--- config.mk ---
export PLATFORM = sky130hd
export DESIGN_NAME = hdlc_sca_scheduler
export DESIGN_NICKNAME = d
export VERILOG_FILES = /design/src/rtl/hdlc_sca_pkg.sv /design/src/rtl/hdlc_rr_arbiter.sv /design/src/rtl/hdlc_sca_scheduler.sv
export SDC_FILE = /design/constraint.sdc
export NUM_CORES = 1
export LEC_CHECK = 0
export CAP_MARGIN = 5
export CORE_MARGIN = 10
export CORE_UTILIZATION = 38
export CTS_CLUSTER_DIAMETER = 150
export DETAILED_ROUTE_END_ITERATION = 7
export GPL_TIMING_DRIVEN = 0
export PLACE_DENSITY = 0.77
export SYNTH_ARGS = -nofsm -noshare
export SYNTH_HDL_FRONTEND = slang
export SYNTH_HIERARCHICAL = 1
export SYNTH_SLANG_ARGS = --single-unit
--- constraint.sdc ---
create_clock -name link_clk -period 3.8 [get_ports link_clk]
set_input_delay 0.76 -clock link_clk [delete_from_list [all_inputs] [get_ports link_clk]]
set_output_delay 0.76 -clock link_clk [all_outputs]
set_load 0.005 [all_outputs]
--- src/rtl/hdlc_sca_pkg.sv ---
// rtl/hdlc_sca_pkg.sv - shared types and constants for the SCA e-link scheduler
package hdlc_sca_pkg;

  localparam logic [2:0] ST_DISC    = 3'd0;
  localparam logic [2:0] ST_SABM    = 3'd1;
  localparam logic [2:0] ST_WAIT_UA = 3'd2;
  localparam logic [2:0] ST_IDLE    = 3'd3;
  localparam logic [2:0] ST_ISSUE   = 3'd4;
  localparam logic [2:0] ST_WAIT_TX = 3'd5;

  localparam logic TX_KIND_I    = 1'b0;
  localparam logic TX_KIND_SABM = 1'b1;

  typedef logic [2:0] seq_t;

  localparam int DEF_WINDOW      = 4;
  localparam int DEF_TIMEOUT_CYC = 4096;

endpackage

--- src/rtl/hdlc_rr_arbiter.sv ---
// rtl/hdlc_rr_arbiter.sv - round-robin requester selection with its own rotating pointer
module hdlc_rr_arbiter #(
  parameter int NREQ  = 4,
  parameter int IDX_W = $clog2(NREQ)
) (
  input  logic             link_clk,
  input  logic             reset,
  input  logic [NREQ-1:0]  req,
  input  logic             advance,
  output logic [NREQ-1:0]  gnt_onehot,
  output logic [IDX_W-1:0] gnt_idx,
  output logic             gnt_valid
);

  logic [IDX_W-1:0] ptr;
  logic [IDX_W-1:0] jidx;
  int               jj;

  // Scan starting at ptr; the first active requester wins.
  always_comb begin
    gnt_onehot = '0;
    gnt_idx    = '0;
    gnt_valid  = 1'b0;
    jj         = 0;
    jidx       = '0;
    for (int k = 0; k < NREQ; k++) begin
      jj   = (int'(ptr) + k) % NREQ;
      jidx = IDX_W'(jj);
      if (!gnt_valid && req[jidx]) begin
        gnt_valid        = 1'b1;
        gnt_idx          = jidx;
        gnt_onehot[jidx] = 1'b1;
      end
    end
  end

  always_ff @(posedge link_clk) begin
    if (reset) begin
      ptr <= '0;
    end else if (advance && gnt_valid) begin
      ptr <= (int'(gnt_idx) == NREQ - 1) ? '0 : gnt_idx + 1'b1;
    end
  end

endmodule

--- src/rtl/hdlc_sca_scheduler.sv ---
// rtl/hdlc_sca_scheduler.sv - link bring-up, I-frame issue and retire for one GBT-SCA e-link
module hdlc_sca_scheduler
  import hdlc_sca_pkg::*;
#(
  parameter int NREQ        = 4,
  parameter int CMD_W       = 32,
  parameter int WINDOW      = DEF_WINDOW,
  parameter int TIMEOUT_CYC = DEF_TIMEOUT_CYC,
  parameter int TO_W        = 13
) (
  input  logic              link_clk,
  input  logic              reset,
  input  logic [NREQ-1:0]   req,
  input  logic [NREQ*CMD_W-1:0] req_cmd,
  output logic [NREQ-1:0]   grant,
  output logic              tx_start,
  output logic              tx_kind,
  output logic [CMD_W-1:0]  tx_cmd,
  output logic [2:0]        tx_ns,
  input  logic              tx_busy,
  input  logic              rx_frame_done,
  input  logic              rx_crc_valid,
  output logic              link_up,
  output logic [2:0]        outstanding,
  output logic              timeout_err,
  output logic [7:0]        crc_err_cnt,
  output logic              spurious
);

  localparam int              IDX_W   = $clog2(NREQ);
  localparam logic [2:0]      WIN     = 3'(WINDOW);
  localparam logic [TO_W-1:0] TO_LAST = TO_W'(TIMEOUT_CYC - 1);

  logic [2:0]       state;
  seq_t             ns;
  logic [TO_W-1:0]  to_cnt;
  logic             busy_seen;
  logic             wt_cnt;
  logic [NREQ-1:0]  win_onehot;
  logic [IDX_W-1:0] win_idx;
  logic             win_valid;
  logic [CMD_W-1:0] win_cmd;
  logic             issue, rx_ok, rx_bad, retire, to_run, to_fire;

  hdlc_rr_arbiter #(.NREQ(NREQ), .IDX_W(IDX_W)) u_arb (
    .link_clk   (link_clk),
    .reset      (reset),
    .req        (req),
    .advance    (issue),
    .gnt_onehot (win_onehot),
    .gnt_idx    (win_idx),
    .gnt_valid  (win_valid)
  );

  always_comb begin
    win_cmd = '0;
    for (int i = 0; i < NREQ; i++) begin
      if (IDX_W'(i) == win_idx) win_cmd = req_cmd[i*CMD_W +: CMD_W];
    end
  end

  assign issue   = (state == ST_ISSUE) && win_valid;
  assign rx_ok   = rx_frame_done && rx_crc_valid;
  assign rx_bad  = rx_frame_done && !rx_crc_valid;
  assign retire  = rx_ok && link_up && (outstanding != 3'd0);
  assign to_run  = (outstanding != 3'd0) || (state == ST_WAIT_UA);
  // A reply or an issue landing on the last cycle reloads instead of expiring.
  assign to_fire = to_run && !issue && !rx_ok && (to_cnt == TO_LAST);

  always_ff @(posedge link_clk) begin
    if (reset) begin
      state       <= ST_DISC;
      ns          <= '0;
      link_up     <= 1'b0;
      outstanding <= 3'd0;
      timeout_err <= 1'b0;
      crc_err_cnt <= 8'd0;
      spurious    <= 1'b0;
      to_cnt      <= '0;
      grant       <= '0;
      tx_start    <= 1'b0;
      tx_kind     <= TX_KIND_I;
      tx_cmd      <= '0;
      tx_ns       <= 3'd0;
      busy_seen   <= 1'b0;
      wt_cnt      <= 1'b0;
    end else begin
      grant    <= '0;
      tx_start <= 1'b0;

      if (rx_bad && crc_err_cnt != 8'hFF) crc_err_cnt <= crc_err_cnt + 8'd1;
      if (rx_ok && link_up && outstanding == 3'd0) spurious <= 1'b1;

      if (issue && !retire)      outstanding <= outstanding + 3'd1;
      else if (!issue && retire) outstanding <= outstanding - 3'd1;

      if (issue || rx_ok || to_fire || !to_run) to_cnt <= '0;
      else                                      to_cnt <= to_cnt + 1'b1;

      case (state)
        ST_DISC: state <= ST_SABM;
        ST_SABM: begin
          if (!tx_busy) begin
            tx_start <= 1'b1;
            tx_kind  <= TX_KIND_SABM;
            state    <= ST_WAIT_UA;
          end
        end
        ST_WAIT_UA: begin
          if (rx_ok) begin
            link_up <= 1'b1;
            ns      <= '0;
            state   <= ST_IDLE;
          end else if (to_fire) begin
            state <= ST_DISC;
          end
        end
        ST_IDLE: begin
          if ((|req) && outstanding < WIN && !tx_busy) state <= ST_ISSUE;
        end
        ST_ISSUE: begin
          busy_seen <= 1'b0;
          wt_cnt    <= 1'b0;
          if (win_valid) begin
            grant    <= win_onehot;
            tx_start <= 1'b1;
            tx_kind  <= TX_KIND_I;
            tx_cmd   <= win_cmd;
            tx_ns    <= ns;
            ns       <= ns + 3'd1;
            state    <= ST_WAIT_TX;
          end else begin
            state <= ST_IDLE;
          end
        end
        ST_WAIT_TX: begin
          // Busy that never rises within two cycles counts as a completed frame.
          if (tx_busy)                 busy_seen <= 1'b1;
          else if (busy_seen || wt_cnt) state    <= ST_IDLE;
          else                          wt_cnt   <= 1'b1;
        end
        default: state <= ST_DISC;
      endcase

      if (to_fire && outstanding != 3'd0) begin
        timeout_err <= 1'b1;
        outstanding <= 3'd0;
        link_up     <= 1'b0;
        state       <= ST_DISC;
      end
    end
  end

endmodule

Yosys cells after proc, flatten, opt, wreduce, memory -nomap -nowiden

Cells that the tools add are included.

Add/subtract/negate cells: 9
Multiply operators: 0
Div/mod/pow operators: 0
Magnitude comparators: 9
Equality and inequality tests: 20
Shifts and indexed selects: 0
Mux-type cells: 57
Bitwise logic cells: 5
Reduce and logical (&&, ||, !) cells: 56

Operators by type and width:

| cell                                                                                 | count |
|---|---|
| 32-bit 2-to-1 mux                                                                    | 4 |
| 3-bit 2-to-1 mux                                                                     | 11 |
| 1-bit logical AND                                                                    | 23 |
| 1-bit 2-to-1 mux                                                                     | 19 |
| 3-bit one-hot mux with 6 select lines                                                | 1 |
| 4-bit 2-to-1 mux                                                                     | 4 |
| 2-bit != test (second input constant)                                                | 7 |
| 13-bit by 1-bit adder with 13-bit output (second input constant)                     | 1 |
| 13-bit by 12-bit equality test with 1-bit output (second input constant)             | 1 |
| 2-bit by 3-bit < comparator with 1-bit output (second input constant)                | 4 |
| 4-bit OR                                                                             | 3 |
| 2-bit 2-to-1 mux                                                                     | 5 |
| 1-bit logical NOT                                                                    | 9 |
| 3-bit AND reduction                                                                  | 3 |
| 8-bit by 1-bit adder with 8-bit output (second input constant)                       | 1 |
| 1-bit binary-select mux with 2-bit select                                            | 4 |
| 1-bit demux with 2-bit select                                                        | 4 |
| 2-bit by 1-bit greater-or-equal comparator with 1-bit output (second input constant) | 4 |
| 8-bit != test (second input constant)                                                | 1 |
| 1-bit one-hot mux with 2 select lines                                                | 4 |
| 2-bit nonzero test                                                                   | 4 |
| 3-bit by 1-bit adder with 3-bit output (second input constant)                       | 2 |
| 3-bit by 2-bit equality test with 1-bit output (second input constant)               | 2 |
| 3-bit equality test (second input constant)                                          | 2 |
| other kinds (21)                                                                     | 33 |

Bits in registers: 78
Latch bits: 0
Memory bits (writable): 0
Bits in read-only memories: 0
Input port bits: 137
Output and inout bits: 55
Word-level logic and storage cells: 172
Memories: 0

Depth between registers and ports, before layout

Word-level depth: 20
Gate-level depth with buffers: 17
Depth with buffers taken out: 14

Cells and area by module

Netlist, hierarchy kept.

Modules (own cells, without submodules):

| module             | instances | cells an instance | area an instance (um^2) |
|---|---|---|---|
| hdlc_sca_scheduler | 1         | 403               | 3806.2 |
| hdlc_rr_arbiter    | 1         | 57                | 540.5 |

Worst setup path after synthesis

Ideal clock, no wire load.

Kind: register to register
From: register (tool-made name)
To: register outstanding[2]
Setup time: 0.115 ns
Data arrival time: 3.485 ns
Required time: 3.685 ns
Path slack: 0.200 ns
Cell stages (with the launch flop): 18
Period minus slack after synthesis: 3.600 ns
Cells stage by stage: dfxtp_1 > buf_4 > inv_1 > ha_1 > mux4_2 > nor3_2 > nand2b_1 > nand4bb_1 > inv_1 > buf_2 > buf_1 > ha_1 > inv_1 > fa_1 > xor2_1 > nor2_1 > xnor2_1 > nor2_1

RTL lines:

| element              | RTL line                 | source |
|---|---|---|
| end signal, assigned | hdlc_sca_scheduler.sv:94 | `if (issue && !retire) outstanding <= outstanding + 3'd1;` |
| end signal, assigned | hdlc_sca_scheduler.sv:95 | `else if (!issue && retire) outstanding <= outstanding - 3'd1;` |
| end, declared        | hdlc_sca_scheduler.sv:24 | `output logic [2:0] outstanding,` |

Final worst setup path

From: input port req[2]
To: register tx_cmd[0]

Word-level cells in the longest chain between the ends: 17
Elaborated cells between the ends (all ways): 31
Those cells by class: eq/ne (3); mux (20); reduce/logical (8)

Ends and longest elaborated chain:

| element                                   | RTL line                  | source |
|---|---|---|
| start, declared                           | hdlc_sca_scheduler.sv:13  | `input logic [NREQ-1:0] req,` |
| 1-bit binary-select mux with 2-bit select | hdlc_rr_arbiter.sv:29     | `if (!gnt_valid && req[jidx]) begin` |
| 1-bit 2-to-1 mux (not written as such)    | hdlc_rr_arbiter.sv:29     |  |
| 1-bit 2-to-1 mux                          | hdlc_rr_arbiter.sv:29     |  |
| 1-bit logical NOT                         | hdlc_rr_arbiter.sv:29     |  |
| 1-bit logical AND                         | hdlc_rr_arbiter.sv:29     |  |
| 1-bit 2-to-1 mux                          | hdlc_rr_arbiter.sv:29     |  |
| 1-bit logical NOT                         | hdlc_rr_arbiter.sv:29     |  |
| 1-bit logical AND                         | hdlc_rr_arbiter.sv:29     |  |
| 1-bit 2-to-1 mux                          | hdlc_rr_arbiter.sv:29     |  |
| 1-bit logical NOT                         | hdlc_rr_arbiter.sv:29     |  |
| 1-bit logical AND                         | hdlc_rr_arbiter.sv:29     |  |
| 2-bit 2-to-1 mux (*)                      | hdlc_rr_arbiter.sv:29     |  |
| named net win_idx[0]                      | hdlc_sca_scheduler.sv:40  | `logic [IDX_W-1:0] win_idx;` |
| 2-bit logical NOT                         | hdlc_sca_scheduler.sv:58  | `if (IDX_W'(i) == win_idx) win_cmd = req_cmd[i*CMD_W +: CMD_W];` |
| 32-bit 2-to-1 mux (3 in series)           | hdlc_sca_scheduler.sv:58  |  |
| 32-bit 2-to-1 mux (*)                     | hdlc_sca_scheduler.sv:58  |  |
| end signal, assigned                      | hdlc_sca_scheduler.sv:128 | `tx_cmd <= win_cmd;` |
| end, declared                             | hdlc_sca_scheduler.sv:18  | `output logic [CMD_W-1:0] tx_cmd,` |

The timed path passes the listed nets; every way through them passes the cells marked *. The select of a mux whose other input is x is not followed.
A chain may end at the register's enable or synchronous reset.

==> results.txt <==
Status - finished, final reports clean
Max Transition Viols Final - 0
Worst EP required - 3.99 ns
DR vias/cell - 5.28
DRT antenna net count - 0
Grt total ovfl - 0
#FFs+latches synth - 78
Leak - 2.38 nW
Port Buffers - 191
Rel. slew slack - 60.7%
Post-synthesis adder-cell area fraction - 3.34%
Compound-Gate Fraction of Synth Area - 12.4%
Area fraction of the dominant cell type after synthesis - 35.9%
Slowest-stage cell, CP - mux4_2
Drt drc - 0
Max VDD drop - 263 uV
GRT Overall Usage - 17.8%
FP Rows - 38
Crit-path max cell delay - 0.53 ns
Die area - 16100 um^2
Clk network pwr share - 23.3%
Final setup violation count - 0
Worst-Skew Late Latency - 0.33 ns
XOR/XNOR Fraction of Synth Area - 3.83%
RR Startpoint - u_arb/ptr[1]
Worst setup SP type - input pin
Num CTS Buffers - 9
Post-synth EDFFs - 0
Clock skew - 0.00697 ns
Vias in the first global route - 4514
Critical path buffers and inverters - 5
Pwr dens - 552 nW/um^2
WL final - 14800 um
Syn Inst Count - 460
HPWL Detailed - 12300 um
Crit. Startpoint - req[2]
FF-to-FF path depth - 13
Initial DRC Count - 172
Reg-to-reg setup timing slack - 0.20 ns
Multi-input logic area - 2630 um^2
Mapped Area - 4350 um^2
Leading area contributor after synthesis - dfxtp_1
Root Buffer - clkbuf_16
Clk buf depth - 2
Die X - 127 um
Clock sinks - 78
Count of yosys warnings during synthesis - 6
Levels on crit path - 12
Final core occ - 61.6%
Internal power - 2.48 mW
Synth Flop Type - dfxtp_1
FMAX - 0.276 GHz
Worst EP arrival - 3.82 ns
Final Worst Setup Slack - 0.177 ns
Mux cell area share after synthesis - 19.8%
Fill count - 937
Sw Ratio - 33.9%
Share of cells above drive strength 1 - 12.4%
Largest net degree at the start of global routing - 15
Synth top area cells - dfxtp_1 (36%), mux4_2 (19%), nand2_1 (6.9%), a21oi_1 (5.2%), nor2_1 (4.0%)
Comb power frac - 49.0%
Worst Setup End Kind - flop
Most frequent cell after synthesis - nand2_1
Final Hold Vio Count - 0
First-pass GRT wire length - 23300 um
Clock transition at path regs - 0.06 ns
Family with the most delay on the worst path - buffers and inverters
Largest family of logic cells by synthesized area - simple AND/OR/NAND/NOR gates
Final period utilization - 95.3%
Hold Crit Start - tx_cmd[16]
Die span in y - 127 um
Nets - 812
Worst-path fanout max - 10
Synthesized area per cell - 9.45 um^2
Hold Path Class - reg2reg
Register area share after synthesis - 35.9%
Async SR Flop Fraction - 0%
H-tree levels - 3
# IOs - 192
Minimum clock period after layout - 3.62 ns
Worst-Margin Slew - 0.589 ns
Max-Cap Viols - 0
Synth top cells by count - nand2_1 (80), dfxtp_1 (78), nor2_1 (46)
Routed len/inst - 18.3 um
Syn_nets - 608
DR vias - 4272
Register area - 1560 um^2
Diode count - 0
Setup TNS - 0 ns
Distinct cells, synth - 61
Synth Area in Simple Gates - 20.7%
Initial antenna violation count - 0
FF-to-FF End - tx_cmd[0]
Area Growth Syn to Fin - 56.3%
Post-Place Setup Slack - -0.742 ns
Drt pass-1 iters - 4
NetSw - 1.27 mW
Crit-path cells - clkdlybuf4s50_1 > buf_6 > mux4_2 > buf_4 > and2b_2 > o21ai_2 > nand2_1 > clkbuf_1 > clkbuf_4 > mux4_2 > nand2_1 > a21oi_1
Crit Path Class - in2reg
Seq pwr share - 27.6%
Core area - 11000 um^2
Crit path to - tx_cmd[0]
CTS tree - yes
Routability Congestion - 0.828
Initial Util - 39.4%
cell usage in the layout, fill, tap and decap left out, types with 2 or more instances in the layout:
master	netlist	layout
and3_1	5	5
nor2b_1	3	3
mux4_2	36	36
clkbuf_4	0	4
or4_1	3	3
buf_6	2	2
a21oi_1	45	45
buf_4	1	5
o211ai_1	2	2
buf_1	5	4
clkinvlp_4	0	2
clkbuf_1	12	12
xor2_1	13	13
clkdlybuf4s50_1	0	190
inv_1	9	9
nand2_1	80	80
a221o_1	4	4
xnor2_1	6	6
buf_2	9	4
inv_6	0	2
a221oi_1	3	3
nand4_1	6	6
nand2b_1	4	4
mux2i_1	4	4
ha_1	10	9
or3_1	2	2
dfxtp_1	78	77
a22oi_1	5	5
nor3_1	8	8
and2_1	7	7
or2_2	2	2
o21ai_0	6	6
nor2_1	46	46
clkbuf_16	0	9
nor3b_1	2	2
nand3_1	8	8
a21o_1	2	2
a31oi_1	4	4
worst min-delay path by stage:
stage | slack [ns] | depth (start not counted) | end
2_1_floorplan | 0.44 | 1 | to_cnt[0]
3_3_place_gp | 0.44 | 2 | tx_cmd[5]
3_5_place_dp | 0.45 | 2 | tx_cmd[29]
4_1_cts | 0.46 | 2 | tx_cmd[16]
5_1_grt | 0.47 | 2 | tx_cmd[29]
6_report | 0.46 | 2 | tx_cmd[16]
power groups by stage:
| stage | logic, mW | clock network, mW | registers (mW) |
|---|---|---|---|
| after detailed placement | 1.80 | 0 | 1.05 |
| after global placement | 1.76 | 0 | 1.04 |
| after CTS | 1.82 | 0.889 | 1.04 |
| final | 1.84 | 0.876 | 1.04 |
| after global routing | 2.01 | 0.927 | 1.05 |
| after floorplan | 1.22 | 0 | 1.04 |
final cells by class:
class                           instances  share of cell area (%)
Tap cell                              140                    2.58
Clock buffer                           10                    3.52
Timing Repair Buffer                  193                    28.4
Buffer                                 29                    2.28
Clock inverter                          6                   0.994
Multi-Input combinational cell        344                    38.7
Inverter                                9                   0.497
Sequential cell                        78                    23.0
flip-flops by register name, indices dropped and copies added (netlist names), 3 cells and up, named ones only:
signal	cells
tx_ns	3
tx_cmd	32
outstanding	3
state	3
grant	4
to_cnt	13
crc_err_cnt	8
ns	3
cells by family (layout without fill, tap and decap cells):
logic type,after synthesis,count (layout)
AOI/OAI and AO/OA,84,84
xor gates and xnor gates,19,19
adders and majority gates,11,11
buffers and inverters,38,247
DFF,78,78
muxes,41,41
and+or+nand+nor,189,189
repair_timing:
| action | in CTS | in global routing |
|---|---|---|
| setup buffers | 1 | 1 |
| hold buffers | 0 | 0 |
| resized for setup | 3 | 9 |
| setup endpoints to repair | 3 | 32 |
| endpoints found under the hold margin | 0 | 0 |
per-layer routing:
| layer | GRT usage, % | up-vias | wire (um) |
|---|---|---|---|
| met5 | 0 | - | 0 |
| met4 | 6.36 | 0 | 364 |
| met3 | 7.21 | 22 | 1290 |
| met2 | 32.9 | 161 | 7960 |
| met1 | 17.5 | 2018 | 5190 |
| li1 | - | 2071 | - |
metrics by stage:
stage / power [mW] / instances / hold slack [ns] / cell area, um^2
4_1_cts: 3.74 / 808 / 0.458 / 6750
2_1_floorplan: 2.26 / 460 / 0.437 / 4350
6_report: 3.75 / 809 / 0.455 / 6790
3_3_place_gp: 2.81 / 791 / 0.443 / 6430
5_1_grt: 3.99 / 809 / 0.475 / 6790
3_5_place_dp: 2.85 / 791 / 0.450 / 6430
worst register-to-register path, stage by stage, from the launching register on:
cell      delay (ns)
dfxtp_1         0.41
clkbuf_4        0.24
inv_1           0.10
ha_2            0.39
mux4_2          0.34
buf_4           0.19
and2b_2         0.28
o21ai_2         0.08
nand2_1         0.07
clkbuf_1        0.31
clkbuf_4        0.36
mux4_2          0.53
nand2_1         0.08
a21oi_1         0.08
(Power assumes the default switching activity.)
